<file path="src/rtl/uart_pkg.sv">
// Shared UART definitions: frame geometry and the receive/transmit FSM state encodings.
package uart_pkg;

    localparam int UART_DATA_BITS = 8;

    typedef enum logic [2:0] {
        RX_IDLE,
        RX_START,
        RX_DATA,
        RX_STOP,
        RX_BREAK
    } rx_state_t;

    typedef enum logic [1:0] {
        TX_IDLE,
        TX_START,
        TX_DATA,
        TX_STOP
    } tx_state_t;

endpackage

</file>
<file path="src/rtl/fifo.sv">
// Show-ahead synchronous FIFO; pushes while full and pops while empty are ignored.
module fifo #(
    parameter int Width = 8,
    parameter int Depth = 4
) (
    input  logic             i_clk,
    input  logic             i_rst_n,
    input  logic             i_push,
    input  logic [Width-1:0] i_wdata,
    input  logic             i_pop,
    output logic             o_empty,
    output logic             o_full,
    output logic [Width-1:0] o_rdata
);

    localparam int AW = $clog2(Depth);

    logic [AW:0]      wr_ptr;
    logic [AW:0]      rd_ptr;
    logic [Width-1:0] mem [Depth];
    logic             do_push;
    logic             do_pop;

    // Extra pointer bit distinguishes full from empty when the index bits match.
    assign o_empty = (wr_ptr == rd_ptr);
    assign o_full  = (wr_ptr[AW] != rd_ptr[AW]) && (wr_ptr[AW-1:0] == rd_ptr[AW-1:0]);
    assign do_push = i_push && !o_full;
    assign do_pop  = i_pop && !o_empty;
    assign o_rdata = mem[rd_ptr[AW-1:0]];

    always_ff @(posedge i_clk or negedge i_rst_n) begin
        if (!i_rst_n) begin
            wr_ptr <= '0;
            rd_ptr <= '0;
        end else begin
            if (do_push) wr_ptr <= wr_ptr + 1'b1;
            if (do_pop)  rd_ptr <= rd_ptr + 1'b1;
        end
    end

    always_ff @(posedge i_clk) begin
        if (do_push) mem[wr_ptr[AW-1:0]] <= i_wdata;
    end

endmodule

</file>
<file path="src/rtl/uart_rx.sv">
// UART receiver: 8N1 frames sampled at mid-bit, good bytes queued in a show-ahead FIFO.
module uart_rx
    import uart_pkg::*;
#(
    parameter int FifoDepth   = 4,
    parameter int BaudCycBits = 16
) (
    input  logic                   i_clk,
    input  logic                   i_rst_n,
    input  logic [BaudCycBits-1:0] c_baud_cyc,
    input  logic                   i_rx,
    output logic                   o_busy,
    output logic                   o_frame_err,
    output logic                   o_overflow,
    output logic                   o_fifo_empty,
    input  logic                   i_fifo_read,
    output logic [7:0]             o_fifo_rdata
);

    rx_state_t                   state;
    logic                        rx_meta;
    logic                        rx_s;
    logic [BaudCycBits-1:0]      cyc_cnt;
    logic [2:0]                  bit_cnt;
    logic [UART_DATA_BITS-1:0]   shift;
    logic                        push_pend;
    logic                        frame_err_q;
    logic                        fifo_full;
    logic                        tick;

    assign tick        = (state != RX_IDLE) && (cyc_cnt == '0);
    assign o_busy      = (state != RX_IDLE);
    assign o_frame_err = frame_err_q;
    // The full flag is judged in the push cycle; a same-cycle pop cannot make room.
    assign o_overflow  = push_pend && fifo_full;

    always_ff @(posedge i_clk or negedge i_rst_n) begin
        if (!i_rst_n) begin
            rx_meta <= 1'b1;
            rx_s    <= 1'b1;
        end else begin
            rx_meta <= i_rx;
            rx_s    <= rx_meta;
        end
    end

    always_ff @(posedge i_clk or negedge i_rst_n) begin
        if (!i_rst_n) begin
            state       <= RX_IDLE;
            cyc_cnt     <= '0;
            bit_cnt     <= '0;
            shift       <= '0;
            push_pend   <= 1'b0;
            frame_err_q <= 1'b0;
        end else begin
            push_pend   <= 1'b0;
            frame_err_q <= 1'b0;
            if (state != RX_IDLE && !tick) cyc_cnt <= cyc_cnt - 1'b1;
            case (state)
                RX_IDLE: begin
                    if (!rx_s) begin
                        state   <= RX_START;
                        cyc_cnt <= c_baud_cyc >> 1;
                    end
                end
                RX_START: begin
                    if (tick) begin
                        if (rx_s) begin
                            state <= RX_IDLE;
                        end else begin
                            state   <= RX_DATA;
                            cyc_cnt <= c_baud_cyc;
                            bit_cnt <= '0;
                        end
                    end
                end
                RX_DATA: begin
                    if (tick) begin
                        shift   <= {rx_s, shift[UART_DATA_BITS-1:1]};
                        bit_cnt <= bit_cnt + 3'd1;
                        cyc_cnt <= c_baud_cyc;
                        if (bit_cnt == 3'(UART_DATA_BITS - 1)) state <= RX_STOP;
                    end
                end
                RX_STOP: begin
                    // Leaving at mid-stop-bit leaves half a bit to catch a back-to-back start.
                    if (tick) begin
                        if (rx_s) begin
                            push_pend <= 1'b1;
                            state     <= RX_IDLE;
                        end else begin
                            frame_err_q <= 1'b1;
                            state       <= RX_BREAK;
                        end
                    end
                end
                RX_BREAK: begin
                    if (rx_s) state <= RX_IDLE;
                end
                default: state <= RX_IDLE;
            endcase
        end
    end

    fifo #(
        .Width(8),
        .Depth(FifoDepth)
    ) u_fifo (
        .i_clk   (i_clk),
        .i_rst_n (i_rst_n),
        .i_push  (push_pend),
        .i_wdata (shift),
        .i_pop   (i_fifo_read),
        .o_empty (o_fifo_empty),
        .o_full  (fifo_full),
        .o_rdata (o_fifo_rdata)
    );

endmodule

</file>
<file path="config.mk">
export PLATFORM = sky130hd
export DESIGN_NAME = uart_rx
export DESIGN_NICKNAME = d
export VERILOG_FILES = /design/src/rtl/uart_pkg.sv /design/src/rtl/fifo.sv /design/src/rtl/uart_rx.sv
export SDC_FILE = /design/constraint.sdc
export NUM_CORES = 1
export LEC_CHECK = 0
export ABC_AREA = 1
export BUFFER_PORTS_ARGS = -buffer_cell sky130_fd_sc_hd__buf_2
export CORE_MARGIN = 1.5
export CORE_UTILIZATION = 50
export DETAILED_ROUTE_END_ITERATION = 10
export HOLD_SLACK_MARGIN = 0.03
export PLACE_DENSITY = 0.78
export REMOVE_ABC_BUFFERS = 1
export SYNTH_ARGS = -nofsm -noshare
export SYNTH_HDL_FRONTEND = slang
export SYNTH_SLANG_ARGS = --single-unit
</file>
<file path="constraint.sdc">
create_clock -name i_clk -period 2.2 [get_ports i_clk]
set_input_delay 0.33 -clock i_clk [delete_from_list [all_inputs] [get_ports i_clk]]
set_output_delay 0.33 -clock i_clk [all_outputs]
set_load 0.02 [all_outputs]
</file>
== Word level (Yosys, flattened, before mapping) ==
Memory sizes are Yosys's and may differ from the RTL's.
Cells that the tools add are included.

* Bits in registers: 40
* RAM bits: 32
* Bits of input ports: 20
* Output and inout port bits: 12
* Logic and storage cells: 73
* Memories: 1

* Add/subtract/negate cells: 4
* Equal/unequal tests: 15
* Muxes and demuxes: 27
* Reductions and logical operators: 16

{| class="wikitable"
|+ Memories
! name !! depth !! bits a word !! read ports !! clocked after Yosys merged registers in !! write ports !! line !! text
|-
| u_fifo.mem || 4 || 8 || 1 || 0 || 1 || fifo.sv:20 || <nowiki>logic [Width-1:0] mem [Depth];</nowiki>
|}

{| class="wikitable"
|+ Operators with widths
! operator !! number
|-
| $mux 16 || 5
|-
| $pmux 16 s3 || 1
|-
| $mux 3 || 10
|-
| $logic_not 16->1 || 1
|-
| $sub 16x1->16 const B || 1
|-
| $pmux 3 s5 || 1
|-
| $ne 2x2->1 const B || 7
|-
| $add 3x1->3 const B || 3
|-
| $mux 1 || 8
|-
| $eq 3x2->1 const B || 2
|-
| $eq 3x3->1 const B || 2
|-
| $logic_and 1x1->1 || 6
|-
| $pmux 3 s2 || 1
|-
| $reduce_and 6->1 || 1
|-
| $reduce_and 4->1 || 1
|-
| $eq 3x1->1 const B || 1
|-
| $eq 3x3->1 || 1
|-
| $logic_not 1->1 || 3
|-
| $logic_not 3->1 || 1
|-
| $reduce_bool 3->1 || 1
|-
| $eq 2x2->1 || 1
|-
| $mux 2 || 1
|-
| $reduce_and 2->1 || 1
|-
| $reduce_bool 2->1 || 1
|-
| $ne 1x1->1 || 1
|}

== Depth between registers and ports, before layout ==
* Depth after elaboration: 8
* Depth in mapped cells: 15
* Gate-level depth less buffers: 14

== Modules after synthesis ==
Synthesis repeated with hierarchy kept, for this count alone.

* Cell total of the unflattened synthesis: 544
* Area, all modules: 4311.6 um2

{| class="wikitable"
|+ Modules (own cells, without submodules)
! module !! instances !! cells each !! area an instance (um2) !! sequential area each (um2)
|-
| uart_rx || 1 || 406 || 2685.1 || 853.3
|-
| fifo || 1 || 138 || 1626.6 || 1111.1
|}

== Worst setup path after synthesis ==
No wires, ideal clock.

* Kind: reg2reg
* Start: register u_fifo.rd_ptr[0]
* End: memory u_fifo.mem[3][0] (enable)
* Library setup time: 375 ps
* Data arrival time: 1504 ps
* Data required time: 1825 ps
* Path slack: 321 ps
* Stages on the path, launching flop included: 8
* Path buffers: 1
* Period minus slack after synthesis: 1879 ps
* Path through: dfrtp_1 buf_2 inv_1 nand2_1 nand4_1 or2_2 nand2_1 nor2_1

* Word-level cells in the longest chain between the ends: 6

{| class="wikitable"
|+ RTL lines
! element !! line !! text
|-
| start, declared || fifo.sv:19 || <nowiki>logic [AW:0] rd_ptr;</nowiki>
|-
| start signal, assigned || fifo.sv:37 || <nowiki>if (do_pop) rd_ptr <= rd_ptr + 1'b1;</nowiki>
|-
| $eq 2x2->1 || fifo.sv:26 || <nowiki>assign o_full = (wr_ptr[AW] != rd_ptr[AW]) && (wr_ptr[AW-1:0] == rd_ptr[AW-1:0]);</nowiki>
|-
| $logic_and 1x1->1 || fifo.sv:26 ||
|-
| $logic_not 1->1 || fifo.sv:27 || <nowiki>assign do_push = i_push && !o_full;</nowiki>
|-
| $logic_and 1x1->1 || fifo.sv:27 ||
|-
| $mux 1 || fifo.sv:42 || <nowiki>if (do_push) mem[wr_ptr[AW-1:0]] <= i_wdata;</nowiki>
|-
| $mux 1 (not written as such) || fifo.sv:42 ||
|-
| end, declared || fifo.sv:20 ||
|}

Every way passes these cells.

== Final worst setup path ==
* Start: register cyc_cnt[0]
* End: register push_pend

* Word-level cells in the longest chain between the ends: 4

{| class="wikitable"
|+ RTL lines
! element !! line !! text
|-
| start, declared || uart_rx.sv:23 || <nowiki>logic [BaudCycBits-1:0] cyc_cnt;</nowiki>
|-
| start signal, assigned || uart_rx.sv:58 || <nowiki>if (state != RX_IDLE && !tick) cyc_cnt <= cyc_cnt - 1'b1;</nowiki>
|-
| start signal, assigned || uart_rx.sv:63 || <nowiki>cyc_cnt <= c_baud_cyc >> 1;</nowiki>
|-
| start signal, assigned || uart_rx.sv:72 || <nowiki>cyc_cnt <= c_baud_cyc;</nowiki>
|-
| $logic_not 16->1 || uart_rx.sv:31 || <nowiki>assign tick = (state != RX_IDLE) && (cyc_cnt == '0);</nowiki>
|-
| $logic_and 1x1->1 || uart_rx.sv:31 ||
|-
| $mux 1 || uart_rx.sv:87 || <nowiki>if (tick) begin</nowiki>
|-
| $mux 1 || uart_rx.sv:59 || <nowiki>case (state)</nowiki>
|-
| end signal, assigned || uart_rx.sv:53 || <nowiki>push_pend <= 1'b0;</nowiki>
|-
| end signal, assigned || uart_rx.sv:56 || <nowiki>push_pend <= 1'b0;</nowiki>
|-
| end signal, assigned || uart_rx.sv:89 || <nowiki>push_pend <= 1'b1;</nowiki>
|-
| end, declared || uart_rx.sv:26 || <nowiki>logic push_pend;</nowiki>
|}

Every way passes these cells.
A chain may end at the register's enable or synchronous reset.

==> out/qor.csv <==
stage,metric,value,unit
outcome,run_status,finished clean,
cts,cts.htree.levels,3,
pwr,power_frac_comb,0.445,
floorplan,die_width,94.7,um
finish,layout.filler_cells,740,
detailed_routing,met3_length,749,um
pwr,leakage,2.23,nW
detailed_routing,drt-total-wl,11.1,mm
logic_synthesis,yosysTopAreaCell,sky130_fd_sc_hd__edfxtp_1,
timing,report.final.hold_viol_count,0,
logic_synthesis,postSynthRegisterBits,72,
logic_synthesis,synth-main-ff-cell,sky130_fd_sc_hd__dfrtp_1,
global_routing,grt_pass1_wl,17.5,mm
timing,hold_slack_final,0.0540,ns
finish,share_of_final_layout_standard_cells_stronger_than_drive_strength_1,0.162,
floorplan,die-area,8970,um^2
detailed_routing,top_layer,met4,
logic_synthesis,yosys.cell_types.count,42,
global_routing,first_global_vias,3656,
logic_synthesis,netlist_area,4210,um^2
pwr,power.share.clock,0.201,
pwr,pwr-share-seq,0.354,
global_routing,grt_remaining_overflow,0,
global_routing,globalRouteTotalUtil,0.261,
floorplan,fp.dieH,94.7,um
global_routing,grt_antenna_before_repair,0,
logic_synthesis,postSynthAreaPerCell,7.75,um^2
worst_setup_path,crit_type,register to register,
worst_setup_path,critical_path_at,2.28,ns
detailed_routing,post-route-drc-count,0,
worst_setup_path,critical-path-slowest-cell,sky130_fd_sc_hd__nor4_1,
worst_setup_path,endpoint_kind,register,
worst_setup_path,crit_path_cell_trace,"inv_1, ha_2, nand2_2, nor2_1, nand3_2, nor4_1",
worst_setup_path,worst-path-max-fanout,8,
logic_synthesis,share_of_the_yosys_chip_area_belonging_to_registers,0.467,
run,timing.max_cap.violations,0,
finish,final_nets,620,
detailed_routing,via_per_inst,5.57,
finish,multi_input_comb_area,1990,um^2
timing,totalNegativeSetupSlack,0,ns
logic_synthesis,yosysWarningCount,0,
timing,worst_slew_margin_rel,0.477,
placement,portBuffers,31,
timing,maxClockFrequency,477,MHz
cts,worstSkewPairLatency,0.36,ns
timing,slew_viol_final,0,
pwr,cell_internal_pwr,0.00284,W
finish,area_growth_syn_to_layout,14.7,%
floorplan,initial_core_util,0.515,
logic_synthesis,post_synth_main_area_contributors,"sky130_fd_sc_hd__edfxtp_1 23%, sky130_fd_sc_hd__dfrtp_1 23%, sky130_fd_sc_hd__nand2_1 14%",
placement,hpwl,7.78,mm
timing,skew,0.0154,ns
logic_synthesis,synth.most_common_cell,sky130_fd_sc_hd__nand2_1,
logic_synthesis,netlist_top_cells_count,"156 x sky130_fd_sc_hd__nand2_1, 77 x sky130_fd_sc_hd__nor2_1, 47 x sky130_fd_sc_hd__inv_1, 42 x sky130_fd_sc_hd__o21ai_0, 38 x sky130_fd_sc_hd__dfrtp_1",
detailed_routing,drt_first_pass_iters,6,
cts,tritoncts_num_sinks,72,
cts,clkSlewWorstSetupHoldPaths,0.09,ns
detailed_routing,route.vias.total,3910,
logic_synthesis,post_synth_edffs,32,
floorplan,row_count,33,
finish,layout.core_utilization,0.590,
logic_synthesis,post_synth_inst_count,543,
timing,final_period_minus_worst_setup_slack,2.10,ns
cts,cts_buffer_depth,2,
global_routing,grt_max_degree,31,
cts,clock_tree_from_tritoncts,done,
finish,finalInstanceArea,4820,um^2
timing,min_period_over_period,0.954,
worst_hold_path,worst_hold_path_type,input port to register,
worst_setup_path,critical_path.startpoint_type,register,
timing,worst_pin_slew,0.781,ns
detailed_routing,route.antenna.remaining_nets,0,
pwr,power_per_cell_area,1070,nW/um^2
cts,clk_root_buffer_cell,sky130_fd_sc_hd__clkbuf_8,
detailed_routing,post_route_met1_wirelength,4.68,mm
finish,n_antenna_cell,0,
finish,seqCellArea,1960,um^2
pwr,worst_ir_drop_vdd,468,uV
worst_setup_path,required,2.38,ns
pwr,p_sw,0.00231,W
pwr,totalPowerFinal,0.00515,W
cts,number_of_buffers_created_by_cts,9,
placement,place_area,4580,um^2
floorplan,io_pins,32,
timing,final-setup-viol-count,0,
worst_setup_path,critical_path.max_stage_delay,0.53,ns
detailed_routing,drt_iter0_drc,233,
pwr,switching_share,0.449,
placement,routabilityCongestion,0.966,
logic_synthesis,async_flop_share,0.556,
detailed_routing,post_drt_wl_per_cell,15.8,um
logic_synthesis,synth_top_cell_area_share,0.228,
floorplan,core,8180,um^2
detailed_routing,routed_wire_length_on_met2,5.35,mm
[critical path, delay by kind of cell, from the launching register on]
| kind | cells | cell delay, ns |
|---|---|---|
| and+or+nand+nor | 4 | 1.18 |
| DFF | 1 | 0.41 |
| adders and majority gates | 1 | 0.22 |
| buffers and inverters | 1 | 0.11 |
[placed cells by master, fill, tap and decap left out, types with 10 or more instances in the layout]
cell type,synthesis,layout
sky130_fd_sc_hd__nand2_1,156,156
sky130_fd_sc_hd__nor2_1,77,76
sky130_fd_sc_hd__inv_1,47,46
sky130_fd_sc_hd__o21ai_0,42,42
sky130_fd_sc_hd__dfrtp_1,38,38
sky130_fd_sc_hd__edfxtp_1,32,32
sky130_fd_sc_hd__buf_2,5,31
sky130_fd_sc_hd__nand3_1,29,28
sky130_fd_sc_hd__buf_4,0,20
sky130_fd_sc_hd__a21oi_1,18,18
sky130_fd_sc_hd__nand4_1,12,12
sky130_fd_sc_hd__xor2_1,10,10
[logic make-up (layout without fill, tap and decap cells)]
group                    Yosys count  in the layout  synth area share
buffers and inverters             68            122            0.0648
adder cells (fa/ha/maj)            8              8            0.0238
AO/OA/AOI/OAI                     85             85             0.115
XOR/XNOR                          14             14            0.0291
flip-flops                        72             72             0.467
AND/OR/NAND/NOR                  296            296             0.300
[final timing paths]
kind,from,to,slack [ns],cells after the start
worst max register to register,cyc_cnt[0],push_pend,0.10,6
worst min register to register,rx_meta,rx_s,0.37,0
min in group asynchronous,i_rst_n,cyc_cnt[7],0.48,2
worst max-delay path,cyc_cnt[0],push_pend,0.10,6
worst min-delay path,i_rx,rx_meta,0.05,1
max in group asynchronous,i_rst_n,shift[4],1.21,3
[repair_timing]
action | in CTS | in global routing
endpoints found under the setup margin | 4 | 25
buffers inserted | 0 | 4
resized for setup | 1 | 4
pin swaps | 0 | 1
hold buffers | 1 | 0
hold endpoints to repair | 18 | 0
[power by group through the flow]
stage	sequential [W]	clock [W]	combinational, W
after global routing	0.00184	0.00109	0.00257
after CTS	0.00181	0.00104	0.00225
final	0.00182	0.00103	0.00229
after global placement	0.00183	0	0.00219
after floorplan	0.00181	0	0.00155
after detailed placement	0.00183	0	0.00223
[per-stage QoR]
stage / std cells / setup slack [ns]
finish: 702 / 0.102
global route: 702 / -0.00788
CTS: 698 / 0.0379
detailed placement: 681 / -0.0551
global placement: 681 / -0.0610
floorplan: 527 / -0.00776
[metal layers]
metal,GRT usage,vias up
met5,0,-
met4,0.122,0
met3,0.0435,26
met2,0.443,165
met1,0.324,1827
li1,-,1892
[state kept, by name (all words and copies together) (netlist names)]
signal and count:
u_fifo.mem 32, cyc_cnt 16, shift 8, bit_cnt 3
state 3, u_fifo.rd_ptr 3, u_fifo.wr_ptr 3, o_frame_err 1
push_pend 1, rx_meta 1, rx_s 1
[cell type report]
cell class	instances	share of cell area
Timing Repair Buffer	54	0.0737
Clock buffer	9	0.0257
Sequential cell	72	0.407
Tap cell	105	0.0272
Inverter	52	0.0410
Multi-Input combinational cell	403	0.412
Clock inverter	7	0.0132
No activity file was read; power rests on OpenSTA's default activity.
